`src/rtl/mc_array_ctrl.sv`:
```
// Sequencer for the 64x64 memristor compute array: turns row write/read requests
// into timed word-line / bit-line phases and returns captured DOUT for reads.
module mc_array_ctrl #(
    parameter int PULSE_CYCLES = 4,
    parameter int ARM_CYCLES   = 1,
    parameter int EVAL_CYCLES  = 2
) (
    input  logic        clk_i,
    input  logic        rst_ni,
    input  logic        req_valid_i,
    output logic        req_ready_o,
    input  logic        req_write_i,
    input  logic [5:0]  req_row_i,
    input  logic [63:0] req_data_i,
    output logic        rsp_valid_o,
    input  logic        rsp_ready_i,
    output logic [63:0] rsp_data_o,
    output logic        busy_o,
    output logic [31:0] CWLE_o,
    output logic [31:0] CWLO_o,
    output logic [63:0] CBLEN_o,
    output logic [63:0] CBL_o,
    output logic [63:0] CSL_o,
    output logic [63:0] DIN_o,
    output logic [63:0] DINb_o,
    input  logic [63:0] DOUT_i
);

    localparam logic [7:0] PULSE_LD = 8'(PULSE_CYCLES - 1);
    localparam logic [7:0] ARM_LD   = 8'(ARM_CYCLES - 1);
    localparam logic [7:0] EVAL_LD  = 8'(EVAL_CYCLES - 1);

    typedef enum logic [3:0] {
        IDLE, WA_SETUP, WA_ACT, WA_REL, WB_SETUP, WB_ACT, WB_REL,
        R_SETUP, R_ARM, R_EVAL, R_REL, RESP
    } state_e;

    state_e      state_q, state_d;
    logic [7:0]  cnt_q, cnt_d;
    logic [5:0]  row_q, row_d;
    logic [63:0] data_q, data_d;
    logic [63:0] rsp_data_q, rsp_data_d;
    logic [31:0] cwle_q, cwle_d, cwlo_q, cwlo_d;
    logic [63:0] cblen_q, cblen_d, cbl_q, cbl_d, csl_q, csl_d;
    logic [63:0] din_q, din_d, dinb_q, dinb_d;
    logic [63:0] wl;

    always_comb begin
        state_d    = state_q;
        cnt_d      = cnt_q;
        row_d      = row_q;
        data_d     = data_q;
        rsp_data_d = rsp_data_q;
        case (state_q)
            IDLE: if (req_valid_i) begin
                row_d      = req_row_i;
                data_d     = req_data_i;
                rsp_data_d = '0;
                state_d    = req_write_i ? WA_SETUP : R_SETUP;
            end
            WA_SETUP: begin state_d = WA_ACT; cnt_d = PULSE_LD; end
            WA_ACT:   if (cnt_q == '0) state_d = WA_REL; else cnt_d = cnt_q - 8'd1;
            WA_REL:   state_d = WB_SETUP;
            WB_SETUP: begin state_d = WB_ACT; cnt_d = PULSE_LD; end
            WB_ACT:   if (cnt_q == '0) state_d = WB_REL; else cnt_d = cnt_q - 8'd1;
            WB_REL:   state_d = RESP;
            R_SETUP:  begin state_d = R_ARM; cnt_d = ARM_LD; end
            R_ARM: if (cnt_q == '0) begin
                state_d = R_EVAL;
                cnt_d   = EVAL_LD;
            end else cnt_d = cnt_q - 8'd1;
            // DOUT is taken at the edge that ends the final evaluation cycle
            R_EVAL: if (cnt_q == '0) begin
                state_d    = R_REL;
                rsp_data_d = DOUT_i;
            end else cnt_d = cnt_q - 8'd1;
            R_REL: state_d = RESP;
            RESP: if (rsp_ready_i) begin
                state_d    = IDLE;
                rsp_data_d = '0;
            end
            default: state_d = IDLE;
        endcase
    end

    // Pin values are decoded from the next state and registered so the array sees clean edges.
    always_comb begin
        wl      = '0;
        cwle_d  = '0;
        cwlo_d  = '0;
        cblen_d = '0;
        cbl_d   = '0;
        csl_d   = '0;
        din_d   = '0;
        dinb_d  = '0;
        if (state_d inside {WA_ACT, WB_ACT, R_ARM, R_EVAL}) wl = 64'd1 << row_d;
        for (int i = 0; i < 32; i++) begin
            cwlo_d[i] = wl[2*i];
            cwle_d[i] = wl[2*i+1];
        end
        case (state_d)
            WA_SETUP, WA_ACT, WA_REL: begin
                cblen_d = '1;
                cbl_d   = ~data_d;
                csl_d   = data_d;
            end
            WB_SETUP, WB_ACT, WB_REL: begin
                cblen_d = '1;
                cbl_d   = ~data_d;
                csl_d   = ~data_d;
            end
            R_SETUP, R_ARM: csl_d = '1;
            R_EVAL, R_REL: begin
                din_d  = data_d;
                dinb_d = ~data_d;
            end
            default: ;
        endcase
    end

    always_ff @(posedge clk_i or negedge rst_ni) begin
        if (!rst_ni) begin
            state_q    <= IDLE;
            cnt_q      <= '0;
            row_q      <= '0;
            data_q     <= '0;
            rsp_data_q <= '0;
            cwle_q     <= '0;
            cwlo_q     <= '0;
            cblen_q    <= '0;
            cbl_q      <= '0;
            csl_q      <= '0;
            din_q      <= '0;
            dinb_q     <= '0;
        end else begin
            state_q    <= state_d;
            cnt_q      <= cnt_d;
            row_q      <= row_d;
            data_q     <= data_d;
            rsp_data_q <= rsp_data_d;
            cwle_q     <= cwle_d;
            cwlo_q     <= cwlo_d;
            cblen_q    <= cblen_d;
            cbl_q      <= cbl_d;
            csl_q      <= csl_d;
            din_q      <= din_d;
            dinb_q     <= dinb_d;
        end
    end

    assign rsp_valid_o = (state_q == RESP);
    assign req_ready_o = (state_q == IDLE) && !rsp_valid_o;
    assign busy_o      = (state_q != IDLE);
    assign rsp_data_o  = rsp_data_q;
    assign CWLE_o      = cwle_q;
    assign CWLO_o      = cwlo_q;
    assign CBLEN_o     = cblen_q;
    assign CBL_o       = cbl_q;
    assign CSL_o       = csl_q;
    assign DIN_o       = din_q;
    assign DINb_o      = dinb_q;

endmodule

```
`config.mk`:
```
export PLATFORM = sky130hd
export DESIGN_NAME = mc_array_ctrl
export DESIGN_NICKNAME = d
export VERILOG_FILES = /design/src/rtl/mc_array_ctrl.sv
export SDC_FILE = /design/constraint.sdc
export NUM_CORES = 1
export LEC_CHECK = 0
export BUFFER_PORTS_ARGS = -buffer_cell sky130_fd_sc_hd__buf_2
export CORE_AREA = 5 5 225 227
export DETAILED_ROUTE_END_ITERATION = 6
export DIE_AREA = 0 0 230 232
export HOLD_SLACK_MARGIN = 0.12
export SYNTH_ARGS = -nofsm -noshare
export SYNTH_HDL_FRONTEND = slang
export SYNTH_SLANG_ARGS = --single-unit
```
`constraint.sdc`:
```
create_clock -name clk_i -period 2.7 [get_ports clk_i]
set_input_delay 0.135 -clock clk_i [delete_from_list [all_inputs] [get_ports clk_i]]
set_output_delay 0.135 -clock clk_i [all_outputs]
set_load 0.01 [all_outputs]
```
==> run metrics, run 1 <==
Cell Area, Placed 20600 um2; CTS Sinks 467; first-pass GRT wire length 81400 um; routed len/inst 18.8 um; Highest Signal Layer met5; startpoint types register; Yosys top cell by area dfrtp_1; RePlAce Congestion 0.849; Vias 13300; Slew Limit Fails 0; final hold violation count 0; I/O Buffers between 500 and 600; Min Clock Period, post-route 2.54 ns; initial antenna violation count 2; top-area cell type share of the netlist area ~69%; fill cell count between 4000 and 5000; worst reg2reg startpoint state_q[1]; Skew-Pair Late Insertion Delay 0.57 ns; Pre-antenna DRT Iters 5; Met2 Wirelength 27000 um; Reg clk slew, reported paths ~0.060 ns; Largest stage delay, worst path 0.59 ns; DRT iter0 DRCs roughly 810; CP max stage cell dfrtp_1; Post-layout nets 2336; antenna-violating nets left 0; leakage power 12.5 nW; critical path required time 3.19 ns; commonest non-fill, non-tap cell in the layout buf_2; vias in the first global route 13900; die width 230 um; Rel. slew slack 50.5%; ys flop type dfrtp_1; worst-case vdd ir drop 675 uV; crit share post-route 94.1%; Tightest Pin Transition 0.743 ns; Residual DRC 0; crit end category register; number of max-cap violations 0; Vias/cell 4.66; crit path cell chain nor4bb_1 > a31oi_2 > and3_1 > or3_1 > a21bo_4 > buf_4 > nor2_1; post-route cell area 23800 um2; Core ar. roughly 48000 um2; IO Pins 590; Synthesized Nets around 1600; HP Class in2async; met1 WL 20500 um; Max Root-Sink Buffers 3; Yosys cell types just over 50; H-tree depth 2; grt total ovfl 0; top post-synthesis cells by area dfrtp_1 (69%), nor2_1 (5.9%), nand2_1 (4.9%); pwr/cell area 1240 nW/um2; Clock Skew ~0.024 ns; Met3 Routed Length 4590 um; CTS Buf Count 48; origin of the worst setup path state_q[1]; ys async rst share 100%; status complete, no violations; pre-CTS setup slack -0.349 ns; initial cell density of the core a little over a third; Synth Warn # 0; GR Util All Layers 19.3%; final wirelength roughly 54000 um; Critical Path AT around 3.0 ns; worst setup path class reg2reg; Post-Synthesis Mean Instance Area 11.3 um2; Final WS setup ~0.16 ns; TritonCTS clock tree done; die height around 230 um; share of cells above drive strength 1 34.3%; crit path max fanout 19; Root Buffer clkbuf_16; Syn Inst Count 1495; fmax 394 MHz; Seq cells post-synth 467; layout overhead on the synthesized area 40.4%; sequential area share after synthesis slightly below 70%; Mapped Area 16900 um2; hpwl dp between 30000 and 40000 um; largest net degree at the start of global routing 83; number of synthesized flops with an enable pin 0; die area 53400 um2; row count 81; setup violators final 0; commonest non-fill, non-tap cells in the layout buf_2 (588), dfrtp_1 (466), nor2_1 (266)
-- final cells by class --
type	instances	area, um2	area share (%)
diodes	1	2.50	0.0105
clock buffers	63	1330	5.59
clock inverters	24	265	1.12
inverters	74	278	1.17
multi-input cells	807	4280	18.0
flip-flops and latches	467	11700	49.2
well taps	622	778	3.27
repair buffers	798	5150	21.7
-- cell usage after synthesis, drive strengths merged, types with 4 or more instances --
| cell type | instances |
|---|---|
| mux2i | 66 |
| nand3 | 11 |
| o211ai | 65 |
| clkbuf | 55 |
| a31oi | 4 |
| nor2 | 268 |
| or3 | 8 |
| buf | 93 |
| nor2b | 4 |
| nor4 | 5 |
| o21ai | 75 |
| inv | 74 |
| a21oi | 12 |
| nand2 | 223 |
| nor3 | 7 |
| dfrtp | 467 |
| nand2b | 7 |
-- critical path: cells and delay by family, from the launching register on --
family | cells | cell delay (ns)
compound gates | 2 | 0.45
flops | 1 | 0.59
simple gates | 4 | 1.17
buf+inv | 1 | 0.24
-- power by group --
part           switching, mW  internal, mW
registers              0.934          9.39
clock network           2.79          3.88
logic                   7.96          4.61
-- through the flow --
step | total power [mW] | cells | util (%) | hold WS (ns) | setup TNS, ns
global route | 31.5 | 2856 | 49.1 | 0.181 | -0.353
global placement | 22.4 | 2621 | 42.6 | 0.195 | -35.89
finish | 29.6 | 2856 | 49.1 | 0.127 | 0
detailed placement | 22.7 | 2621 | 42.6 | 0.201 | -38.45
floorplan | 17.6 | 1495 | - | -0.161 | 0
CTS | 29.7 | 2847 | 48.8 | 0.165 | 0
-- worst paths after layout --
kind | endpoint | slack, ns | cells past startpoint
setup / recovery | DINb_o[16] | 0.16 | 7
hold / removal | CBL_o[39] | 0.13 | 2
setup reg to reg | DINb_o[16] | 0.16 | 7
hold reg to reg | rsp_data_o[23] | 0.47 | 2
max in group asynchronous | CWLE_o[11] | 1.64 | 3
min in group clk_i | state_q[2] | 0.22 | 5
-- what timing repair did --
item | 4_1_cts | 5_1_grt
hold endpoints to repair | 604 | 0
resized for setup | 2 | 8
gates cloned | 0 | 2
hold buffers | 138 | 0
pin swaps | 1 | 3
endpoints found under the setup margin | 366 | 275
setup buffers | 1 | 6
-- state kept, by name (all words and copies together) (netlist names) --
signal and count:
CWLE_o 32, DINb_o 64, cnt_q 8, state_q 4
CSL_o 64, CBLEN_o 1, CWLO_o 32, rsp_data_o 64
row_q 6, CBL_o 64, data_q 64, DIN_o 64
-- layer usage --
metal	global-route usage, %	vias to the layer above
met4	6.31	2
met3	6.64	104
met2	33.6	521
met1	22.5	6541
li1	-	6154
met5	0	-
-- cell families (layout without fill, tap and decap cells) --
group	count (synthesis)	after routing	share of synthesized area, %
mux	68	68	4.03
compound gates	178	179	6.83
xor+xnor	3	3	0.155
fa+ha+maj	1	1	0.0739
simple gates	556	556	13.4
other cells	0	1	0
buf+inv	222	959	6.54
flops	467	467	69.0
Note: power is estimated with default switching activity, not from simulation.
==> inputs of run 2 (changes only) <==
--- a/config.mk
+++ b/config.mk
@@ -5,11 +5,13 @@
 export SDC_FILE = /design/constraint.sdc
 export NUM_CORES = 1
 export LEC_CHECK = 0
+export ABC_AREA = 1
 export BUFFER_PORTS_ARGS = -buffer_cell sky130_fd_sc_hd__buf_2
 export CORE_AREA = 5 5 225 227
 export DETAILED_ROUTE_END_ITERATION = 6
 export DIE_AREA = 0 0 230 232
 export HOLD_SLACK_MARGIN = 0.12
+export PLACE_DENSITY = 0.65
 export SYNTH_ARGS = -nofsm -noshare
 export SYNTH_HDL_FRONTEND = slang
 export SYNTH_SLANG_ARGS = --single-unit
==> run metrics, run 2 <==
vias in the first global route 14900 (+7.8%); antenna-violating nets left 0 (unchanged); routed len/inst 19.4 um (+3.0%); top-count cell post-synth dfrtp_1; Critical Path AT 2.94 ns (-0.09 ns); post-CTS setup buffers 0 (-1); Skew-Pair Late Insertion Delay 0.58 ns (about the same); H-tree depth 2 (unchanged); number of synthesized flops with an enable pin 0 (unchanged); sequential area share after synthesis 63.5% (-5.5 points); unrepaired setup endpoints after global routing false; layout overhead on the synthesized area 33.7%; Synth Warn # 0 (unchanged); pwr/cell area 1270 nW/um2 (+1.8%); fill cell count 4255 (-1.6%); crit path max fanout 33 (+14); Non-Filler Instances 3052 (+6.9%); Post-layout nets 2521 (+7.9%); leakage power 12.9 nW (+2.6%); setup violators final 0 (unchanged); Multi-input gate area 4990 um2 (+17%); commonest non-fill, non-tap cells in the layout buf_2 (588), dfrtp_1 (467), nor2_1 (298); crit end category register; most frequent cells after synthesis dfrtp_1 (467), nor2_1 (299), nand2_1 (168); ys async rst share 100% (unchanged); Comb power frac 45.5% (+3.0 points); initial cell density of the core 38.0% (+3.0 points); placed insts 2811 (+7.2%); row count 81 (unchanged); grt total ovfl 0 (unchanged); Tightest Pin Transition 0.963 ns (+0.220 ns); status complete, no violations; Sequential Power Share 31.7% (-3.2 points); Mapped Area 18400 um2 (+8.6%); GR Util All Layers 21.5% (+2.2 points); TNS Setup 0 ns (unchanged); TritonCTS clock tree done; crit share post-route 90.3% (-3.7 points); ys flop type dfrtp_1; Reg clk slew, reported paths 0.06 ns (about the same); hpwl dp 40300 um (+7.3%); CP max stage cell inv_2; RePlAce Congestion 0.888 (+4.7%); first-pass GRT wire length 90100 um (+11%); commonest non-fill, non-tap cell in the layout buf_2; fmax 410 MHz (+4.1%); Residual DRC 0 (unchanged); P_sw 13.4 mW (+15%); Vias 14800 (+11%); Vias/cell 4.85 (+3.9%); Clock Skew 0.0191 ns (-0.00471 ns); Min Clock Period, post-route 2.44 ns (-0.100 ns); switching portion of total power 43.1% (+3.6 points); Root Buffer clkbuf_16; Synthesized Nets 1880 (+15%); number of max-cap violations 0 (unchanged); Yosys cell types 43 (-16%); top post-synthesis cells by area dfrtp_1 (64%), nor2_1 (6.1%), nand2_1 (3.4%); IO Pins 590 (unchanged); worst-case vdd ir drop 1510 uV (+120%); Slew Limit Fails 0 (unchanged); startpoint types register; Post-Synthesis Mean Instance Area 10.6 um2 (-6.7%); die width 230 um (unchanged); CTS Sinks 467 (unchanged); Max Root-Sink Buffers 3 (unchanged); Internal 17.7 mW (-0.96%); crit path cell chain nor2_4 > nand3_4 > inv_6 > o21ai_2 > inv_2 > nand3_1 > nor2_1; Syn Inst Count 1740 (+16%); initial antenna violation count 13 (+11); largest net degree at the start of global routing 130 (+57%); clock share of power 22.8% (+0.2 points); Largest stage delay, worst path 0.57 ns (-0.02 ns); Rel. slew slack 35.8% (-15 points); HP Class in2reg; worst setup path class reg2reg; I/O Buffers 589 (unchanged); Pre-antenna DRT Iters 6 (+1); CP bufs+invs 2 (+1); Seq cells post-synth 467 (unchanged); Yosys top cell by area dfrtp_1; die height 232 um (unchanged); final hold violation count 0 (unchanged); DRT iter0 DRCs 1067 (+33%); share of cells above drive strength 1 39.7% (+5.4 points); Core ar. 48400 um2 (unchanged); die area 53400 um2 (unchanged); top-area cell type share of the netlist area 63.5% (-5.5 points); critical path required time 3.20 ns (about the same); critical path's top delay family buffers and inverters; final wirelength 59200 um (+10%); CTS Buf Count 50 (+4.2%); Reg area 11700 um2 (about the same)
## run 2: cell types whose count changed after synthesis, moves of 39 or more
cell      delta
nand3_1     +80
mux2i_1     -66
o211ai_1    -63
inv_2       +60
nand2_1     -55
o21ai_2     +44
a21oi_2     +40
or2_2       +39
## run 2: repair_timing
action                                  in CTS  in global routing
resized for setup                            0                  1
endpoints found under the setup margin       0                  1
hold endpoints to repair                   857                  0
hold buffers                               140                  0
## run 2: worst register-to-register path, stage by stage, from the launching register on
cell	delay, ns
dfrtp_1	0.48
nor2_4	0.22
nand3_4	0.22
inv_6	0.35
o21ai_2	0.22
inv_2	0.57
nand3_1	0.17
nor2_1	0.13
## run 2: logic make-up after synthesis
| family | synth area share [%] |
|---|---|
| AO/OA/AOI/OAI | 8.03 |
| XOR/XNOR | 0.0476 |
| adder cells (fa/ha/maj) | 0.0680 |
| buffers and inverters | 9.53 |
| flip-flops | 63.5 |
| AND/OR/NAND/NOR | 18.8 |
## run 2: path summary, 6_finish.rpt
path,start,end,slack [ns],depth (start not counted)
min reg2reg,data_q[35],DIN_o[35],0.52,2
min in group asynchronous,rst_ni,data_q[0],0.64,3
max in group asynchronous,rst_ni,CWLO_o[5],0.64,4
min,req_row_i[3],CWLE_o[8],0.16,5
max reg2reg,state_q[0],CWLO_o[19],0.26,7
max,state_q[0],CWLO_o[19],0.26,7
## run 2: layout make-up
| cell class | instances | share of cell area, % |
|---|---|---|
| Clock buffer | 76 | 6.05 |
| Tap cell | 622 | 3.16 |
| Sequential cell | 467 | 47.5 |
| Inverter | 163 | 2.57 |
| Multi-Input combinational cell | 943 | 20.3 |
| Timing Repair Buffer | 756 | 19.4 |
| Antenna cell | 9 | 0.0916 |
| Clock inverter | 16 | 0.951 |
## run 2: per-stage QoR
step	power [mW]	hold WS, ns	area, um2	setup WS, ns	utilization [%]
3_3_place_gp	23.7	0.137	21400	0.395	44.3
2_1_floorplan	20.0	-0.161	18400	0.814	-
6_report	31.1	0.163	24600	0.261	50.8
4_1_cts	31.4	0.127	24600	0.247	50.7
3_5_place_dp	24.0	0.134	21400	0.284	44.3
5_1_grt	33.2	0.160	24600	0.0796	50.8
## run 2: power groups by stage
stage               logic [mW]  registers, mW  clock network, mW
floorplan                 9.40           10.6                  0
CTS                       14.3           9.89               7.25
global route              15.6           10.1               7.57
finish                    14.2           9.88               7.10
detailed placement        14.0           9.98                  0
global placement          13.7           9.97                  0
## run 2: per-layer routing
metal | track usage, % | vias up | part of all wire, % | wire [um]
li1 | - | 6681 | - | -
met1 | 26.3 | 7273 | 38 | 22800
met2 | 37.0 | 677 | 50 | 29500
met3 | 4.89 | 155 | 7.0 | 4170
met4 | 8.91 | 4 | 4.5 | 2690
met5 | 0 | - | 0.051 | 30
